`config.mk`:
```
export PLATFORM = sky130hd
export DESIGN_NAME = gpio_filtered_ctrl
export DESIGN_NICKNAME = d
export VERILOG_FILES = /design/src/rtl/gpio_pkg.sv /design/src/rtl/gpio_pin_filter.sv /design/src/rtl/gpio_filtered_ctrl.sv
export SDC_FILE = /design/constraint.sdc
export NUM_CORES = 1
export LEC_CHECK = 0
export CAP_MARGIN = 20
export CORE_MARGIN = 10
export CORE_UTILIZATION = 30
export DETAILED_ROUTE_END_ITERATION = 8
export PLACE_DENSITY_LB_ADDON = 0.12
export SYNTH_ARGS = -nofsm -noshare
export SYNTH_HDL_FRONTEND = slang
export SYNTH_SLANG_ARGS = --single-unit
```
`constraint.sdc`:
```
create_clock -name clk -period 3.45 [get_ports clk]
set_input_delay 0.69 -clock clk [delete_from_list [all_inputs] [get_ports clk]]
set_output_delay 0.69 -clock clk [all_outputs]
set_load 0.02 [all_outputs]
```
`src/rtl/gpio_pkg.sv`:
```
// Shared interrupt-mode encodings and the per-pin mode decoder for the
// filtered GPIO controller.
package gpio_pkg;

    localparam int MODE_W = 3;

    localparam logic [MODE_W-1:0] MODE_LEVEL_LOW  = 3'd0;
    localparam logic [MODE_W-1:0] MODE_LEVEL_HIGH = 3'd1;
    localparam logic [MODE_W-1:0] MODE_RISING     = 3'd2;
    localparam logic [MODE_W-1:0] MODE_FALLING    = 3'd3;
    localparam logic [MODE_W-1:0] MODE_BOTH       = 3'd4;

    // Reserved encodings (5..7) never raise an event.
    function automatic logic mode_hit(
        input logic [MODE_W-1:0] mode,
        input logic              level,
        input logic              rise,
        input logic              fall
    );
        logic hit;
        hit = 1'b0;
        case (mode)
            MODE_LEVEL_LOW:  hit = ~level;
            MODE_LEVEL_HIGH: hit = level;
            MODE_RISING:     hit = rise;
            MODE_FALLING:    hit = fall;
            MODE_BOTH:       hit = rise | fall;
            default:         hit = 1'b0;
        endcase
        return hit;
    endfunction

endpackage

```
`src/rtl/gpio_pin_filter.sv`:
```
// One pin's input path: synchroniser chain, debounce counter, and the
// filtered/previous flops that produce single-cycle rise/fall strobes.
module gpio_pin_filter #(
    parameter int SYNC_STAGES = 2,
    parameter int DB_W        = 8
) (
    input  logic            clk,
    input  logic            rst_n,
    input  logic            pad,
    input  logic [DB_W-1:0] limit,
    output logic            raw,
    output logic            filtered,
    output logic            rise,
    output logic            fall
);

    logic [SYNC_STAGES-1:0] sync_q;
    logic [DB_W-1:0]        cnt;
    logic [DB_W:0]          cnt_inc;
    logic                   prev;

    always_ff @(posedge clk or negedge rst_n) begin
        if (!rst_n) begin
            sync_q <= '0;
        end else begin
            sync_q <= {sync_q[SYNC_STAGES-2:0], pad};
        end
    end

    assign raw = sync_q[SYNC_STAGES-1];

    // One bit wider so the compare against an all-ones limit cannot wrap.
    assign cnt_inc = {1'b0, cnt} + (DB_W+1)'(1);

    always_ff @(posedge clk or negedge rst_n) begin
        if (!rst_n) begin
            cnt      <= '0;
            filtered <= 1'b0;
            prev     <= 1'b0;
        end else begin
            prev <= filtered;
            if (raw == filtered) begin
                cnt <= '0;
            end else if (cnt_inc >= {1'b0, limit}) begin
                filtered <= raw;
                cnt      <= '0;
            end else begin
                cnt <= cnt_inc[DB_W-1:0];
            end
        end
    end

    assign rise = filtered & ~prev;
    assign fall = ~filtered & prev;

endmodule

```
`src/rtl/gpio_filtered_ctrl.sv`:
```
// GPIO controller: split pad interface, per-pin filtered inputs, five-mode
// interrupt detection, sticky W1C status and a masked aggregate interrupt.
module gpio_filtered_ctrl
    import gpio_pkg::*;
#(
    parameter int PIN_COUNT   = 32,
    parameter int SYNC_STAGES = 2,
    parameter int DB_W        = 8
) (
    input  logic                        clk,
    input  logic                        rst_n,
    input  logic [PIN_COUNT-1:0]        pad_i,
    output logic [PIN_COUNT-1:0]        pad_o,
    output logic [PIN_COUNT-1:0]        pad_oe,
    input  logic [PIN_COUNT-1:0]        gpio_dir,
    input  logic [PIN_COUNT-1:0]        gpio_out,
    input  logic [DB_W-1:0]             debounce_limit,
    output logic [PIN_COUNT-1:0]        gpio_in_raw,
    output logic [PIN_COUNT-1:0]        gpio_in,
    input  logic [PIN_COUNT-1:0]        int_enable,
    input  logic [MODE_W*PIN_COUNT-1:0] int_mode,
    input  logic [PIN_COUNT-1:0]        int_clear,
    input  logic [PIN_COUNT-1:0]        int_mask,
    output logic [PIN_COUNT-1:0]        int_status,
    output logic                        int_out
);

    logic [PIN_COUNT-1:0] rise;
    logic [PIN_COUNT-1:0] fall;
    logic [PIN_COUNT-1:0] hit;

    assign pad_oe = gpio_dir;
    assign pad_o  = gpio_out & gpio_dir;

    // Output pins keep sampling pad_i, so driven values can raise interrupts.
    for (genvar i = 0; i < PIN_COUNT; i++) begin : g_pin
        gpio_pin_filter #(
            .SYNC_STAGES(SYNC_STAGES),
            .DB_W       (DB_W)
        ) u_filter (
            .clk     (clk),
            .rst_n   (rst_n),
            .pad     (pad_i[i]),
            .limit   (debounce_limit),
            .raw     (gpio_in_raw[i]),
            .filtered(gpio_in[i]),
            .rise    (rise[i]),
            .fall    (fall[i])
        );

        assign hit[i] = int_enable[i]
                      & mode_hit(int_mode[MODE_W*i +: MODE_W], gpio_in[i], rise[i], fall[i]);
    end

    // A new event wins over a same-cycle clear, so no event is ever dropped.
    always_ff @(posedge clk or negedge rst_n) begin
        if (!rst_n) begin
            int_status <= '0;
            int_out    <= 1'b0;
        end else begin
            int_status <= hit | (int_status & ~int_clear);
            int_out    <= |(int_status & int_mask);
        end
    end

endmodule

```
### Word level (Yosys, flattened, before mapping)

Index checks and enable logic that the tools add are counted.

* flip-flop bits (word level): 417
* input bits: 298
* output and inout bits: 161
* logic and storage cells: 744

* $add $sub $neg: 32
* magnitude comparators: 32
* eq/ne operators: 160
* muxes and demuxes: 96
* bitwise gates (word level): 229
* reductions and logical operators: 65

Operator list (number)
* $mux 8: 64
* $add 8x1->9 const B: 32
* $ge 9x8->1: 32
* $eq 3x2->1 const B: 64
* $pmux 1 s5: 32
* $and 1x1->1: 96
* $and 32x32->32: 3
* $eq 3x1->1 const B: 32
* $eq 3x3->1 const B: 32
* $logic_not 3->1: 32
* $not 1->1: 96
* $reduce_and 2->1: 32
* $eq 1x1->1: 32
* $not 32->32: 1
* $or 1x1->1: 32
* $or 32x32->32: 1
* $reduce_or 32->1: 1

### Depth between registers and ports, before layout

* word-level depth: 6
* gate-level depth with buffers: 11

### Cells and area by module

A second synthesis with hierarchy kept.

* cells, all modules: 2552
* area total of the unflattened synthesis: 26980.9 um2

By module, submodules not included
* gpio_pin_filter at g_pin[0].u_filter ...: times used 30, cells each 66, area an instance 733.2 um2, sequential area each 300.3 um2
* gpio_filtered_ctrl: times used 1, cells each 436, area an instance 3545.9 um2, sequential area each 825.8 um2
* gpio_pin_filter at g_pin[13].u_filter: times used 1, cells each 66, area an instance 729.4 um2, sequential area each 300.3 um2
* gpio_pin_filter at g_pin[9].u_filter: times used 1, cells each 70, area an instance 709.4 um2, sequential area each 300.3 um2

### Worst setup path before layout

OpenSTA, ideal clock, no wires.

* path type: input to register
* start point: in debounce_limit[6]
* end point: reg g_pin[10].u_filter.filtered
* library setup time: 125 ps
* arrival time: 2591 ps
* required time: 3325 ps
* path slack: 734 ps
* stages: 6
* path buffers: 0
* cells stage by stage: inv_1 -> ha_1 -> a21oi_1 -> o22ai_1 -> nor4_4 -> mux2_4

* longest elaborated chain between the ends: 2

RTL lines
* start: declaration: RTL line gpio_filtered_ctrl.sv:17 `input logic [DB_W-1:0] debounce_limit,`
* $ge 9x8->1: RTL line gpio_pin_filter.sv:44 `end else if (cnt_inc >= {1'b0, limit}) begin`
* $reduce_and 2->1 (no line)
* end signal: assignment: RTL line gpio_pin_filter.sv:45 `filtered <= raw;`
* end: declaration: RTL line gpio_pin_filter.sv:12 `output logic filtered,`

No other way between the ends.
A chain may end at the register's enable or synchronous reset.

### Worst setup path in the final report

* start point: reg g_pin[4].u_filter.cnt[0]
* end point: reg g_pin[4].u_filter.cnt[5]

* longest elaborated chain between the ends: 4

RTL lines
* start: declaration: RTL line gpio_pin_filter.sv:18 `logic [DB_W-1:0] cnt;`
* start signal: assignment: RTL line gpio_pin_filter.sv:48 `cnt <= cnt_inc[DB_W-1:0];`
* $add 8x1->9 *: RTL line gpio_pin_filter.sv:33 `assign cnt_inc = {1'b0, cnt} + (DB_W+1)'(1);`
* $ge 9x8->1: RTL line gpio_pin_filter.sv:44
* $mux 8 *: RTL line gpio_pin_filter.sv:44
* $mux 8 *: RTL line gpio_pin_filter.sv:42 `if (raw == filtered) begin`

Every way passes the cells marked *; elsewhere a longest branch is shown, timed or not.

==> flow_summary.yaml <==
final_layout:
  fin_util: 0.389
  syn2layout_area_growth_pct: 28.5
  drive_above_1_share: 0.0997
  multi_input_area_um2: 14200
  ff_latch_area_um2: 10400
  fillers: 8323
  diodes: 0
  fin_nets: 3560
timing:
  post-route-min-period_ns: 2.69
  setup_tns_ns: 0
  worst_pin_slew_ns: 0.667
  finalCritPeriodShare: 0.781
  hold_viol: 0
  setup_slack_ns: 0.756
  finalSetupViolCount: 0
  slew_headroom: 0.555
  finClkSkew_ns: 0.0226
  rsz0062_at_grt: "no"
  slew_viol_final: 0
  fmax_ghz: 0.371
global_route:
  grt_max_degree: 103
  busiest_layer: "met2"
  use_met3: 0.0329
  antenna_found_initial: 1
  grt_util_met2: 0.237
  use_met1: 0.182
  grt.overflow.total: 0
  grt.total_usage: 0.141
  grt_pass1_vias: 20100
  grt_pass1_wl_um: 113000
setup_path:
  endpoint_kind: "register"
  startpoint: "g_pin[4].u_filter.cnt[0]"
  crit_type: "register to register"
  timing.rr.end: "g_pin[4].u_filter.cnt[5]"
  required_ns: 3.96
  cp-start-kind: "register"
  reg2reg_from: "g_pin[4].u_filter.cnt[0]"
  cp_max_fo: 5
  ff2ff_path_depth: 11
  reg2reg_slack_ns: 0.76
  crit_end: "g_pin[4].u_filter.cnt[5]"
  crit_arrival_ns: 3.21
clocking:
  cts_resized: 0
  clk_path_buf_depth: 3
  clk_pin_slew_ns: 0.06
  post_cts_buffers: 0
  cts_made_buffers: 52
  clk_root_buffer_cell: "clkbuf_16"
  htree_levels: 2
  cts.sinks: 417
  tritoncts: "built"
  clk_latency_ns: 0.59
  hold_buffers: 1
min_path:
  hp-start: "g_pin[14].u_filter.sync_q[0]"
  hp-class: "register to register"
floorplan:
  io_pins: 459
  coreArea_um2: 85300
  die_h_um: 313
  initial_core_util: 0.303
  die_width_um: 313
  die_area_um2: 98300
  num_rows: 107
pwr:
  p_switching_w: 0.00619
  power_frac_clock: 0.292
  powerDensity_nw_per_um2: 542
  comb_power_share: 0.332
  seqPwrFrac: 0.376
  p_int_w: 0.0118
  p_leak_nw: 16.3
  power.share.switching: 0.344
  ir_drop_mv: 0.321
route:
  dr.pass1.iters: 4
  wire_per_inst_um: 17.2
  postRouteAntennaNets: 0
  drc: 0
  postRouteWirelength_um: 70500
  vias: 19100
  first_iter_violations: 837
  drt-vias-per-instance: 4.66
placement:
  portBuffers: 458
  dp_hpwl_um: 52600
  place.gp.congestion: 0.817
  post-place-ws_ns: 0.289
synthesis:
  syn_nets: 3109
  async_reset_ff_frac: 1.00
  yosysWarnings: 0
  synth_edf_count: 0
  synth-main-ff-cell: "dfrtp_1"
  synth_seq_area_share: 0.404
  ys_seq_elements: 417
  syn_area_um2: 25800
  syn_inst: 2459
  avgSynthCellArea_um2: 10.5
  synth_cell_types: 42
flow_run:
  drv_cap: 0
status:
  outcome: "finished clean"
-- cell families (layout without fill, tap and decap cells) --
group	after synthesis	after routing	synth area share
flip-flops	417	417	0.404
buffers and inverters	234	724	0.0479
adder cells (fa/ha/maj)	352	352	0.170
AND/OR/NAND/NOR	811	811	0.185
multiplexers	56	56	0.0255
XOR/XNOR	224	224	0.0759
AO/OA/AOI/OAI	365	365	0.0908
-- through the flow --
| step | cell area [um2] | std cells | hold WS (ns) | total power [W] |
|---|---|---|---|---|
| 5_1_grt | 33200 | 4093 | 0.350 | 0.0195 |
| 6_report | 33200 | 4093 | 0.338 | 0.0180 |
| 2_1_floorplan | 25800 | 2459 | 0.331 | 0.0107 |
| 3_3_place_gp | 31600 | 3999 | 0.333 | 0.0127 |
| 3_5_place_dp | 31600 | 3999 | 0.335 | 0.0130 |
| 4_1_cts | 33200 | 4093 | 0.339 | 0.0184 |
-- sequential cells by signal, indices dropped and copies added (netlist names) --
| register | cells |
|---|---|
| g_pin.u_filter.cnt | 256 |
| g_pin.u_filter.sync_q | 64 |
| g_pin.u_filter.filtered | 32 |
| g_pin.u_filter.prev | 32 |
| int_status | 32 |
| int_out | 1 |
-- power groups by stage --
stage | Combinational [W] | Clock [W] | Sequential (W)
CTS | 0.00612 | 0.00551 | 0.00679
detailed placement | 0.00609 | 0 | 0.00686
floorplan | 0.00412 | 0 | 0.00662
global placement | 0.00591 | 0 | 0.00683
finish | 0.00599 | 0.00525 | 0.00677
global route | 0.00683 | 0.00572 | 0.00695
-- routing by layer --
layer	routed length [um]	vias up
met5	8	-
met4	1250	2
met3	3780	83
met2	33100	372
met1	32400	9073
li1	-	9532
-- cell type report --
type / count / area share
clock buffers: 79 / 0.0462
clock inverters: 14 / 0.00316
inverters: 138 / 0.0156
multi-input cells: 1808 / 0.426
flip-flops and latches: 417 / 0.314
well taps: 1144 / 0.0431
repair buffers: 493 / 0.151
-- synth_stat cells, types with 6 or more instances --
cell      number  area, um2
nand2_1      144        541
mux2i_1       32        320
nor2b_2       12        105
nor2b_1       60        375
and3_2        71        533
o22ai_1       50        313
nand3_1      151        756
o211ai_1      66        495
nand2b_1      12       75.1
nor2_1       113        424
nand4_1       16        100
and2b_1       12       90.1
nor3_1        18       90.1
nand2b_4      18        248
and2_1        32        200
o21ai_0      112        561
a211o_1        7       61.3
xnor2_1       93        815
dfrtp_1      417      10400
a211oi_1      10       75.1
a21o_1        14        105
nor4_4        18        383
xor2_1       131       1150
a22oi_1       16        120
a21oi_1       62        310
mux2_2         6       67.6
mux2_4        18        270
buf_4         96        721
inv_1        138        518
ha_1         352       4400
a211oi_2      18        225
and3_1       116        726
-- worst min-delay path by stage --
stage	cells after the start	end	slack (ns)
2_1_floorplan	0	g_pin[0].u_filter.sync_q[1]	0.33
3_3_place_gp	0	g_pin[21].u_filter.sync_q[1]	0.33
3_5_place_dp	0	g_pin[10].u_filter.sync_q[1]	0.33
4_1_cts	0	g_pin[14].u_filter.sync_q[1]	0.34
5_1_grt	0	g_pin[18].u_filter.sync_q[1]	0.35
6_report	0	g_pin[14].u_filter.sync_q[1]	0.34
-- placed cells by master (no fill, tap or decap), types with 10 or more instances in the layout --
cell             netlist  layout
clkdlybuf4s50_1        0     456
dfrtp_1              417     417
ha_1                 352     352
nand3_1              151     151
nand2_1              144     144
inv_1                138     131
xor2_1               131     131
and3_1               116     116
nor2_1               113     113
o21ai_0              112     112
xnor2_1               93      93
and3_2                71      71
o211ai_1              66      66
a21oi_1               62      62
nor2b_1               60      60
clkbuf_16              0      53
o22ai_1               50      50
mux2i_1               32      32
and2_1                32      32
buf_4                 96      20
nand2b_4              18      18
a211oi_2              18      18
nor3_1                18      18
nor4_4                18      18
mux2_4                18      18
nand4_1               16      16
a22oi_1               16      16
clkbuf_1               0      15
a21o_1                14      14
buf_12                 0      14
nand2b_1              12      12
and2b_1               12      12
nor2b_2               12      12
clkbuf_8               0      11
a211oi_1              10      10
clkinv_2               0      10
-- worst max-delay path, stage by stage (launching register included) --
cell      delay, ns
dfrtp_1        0.42
ha_1           0.21
nand3_1        0.13
nor2_1         0.17
xor2_1         0.21
ha_1           0.28
a21o_1         0.18
a21oi_1        0.15
o21ai_0        0.13
nand3b_1       0.24
or2_1          0.35
nor2b_1        0.14
Power figures use the tool's default switching activity.
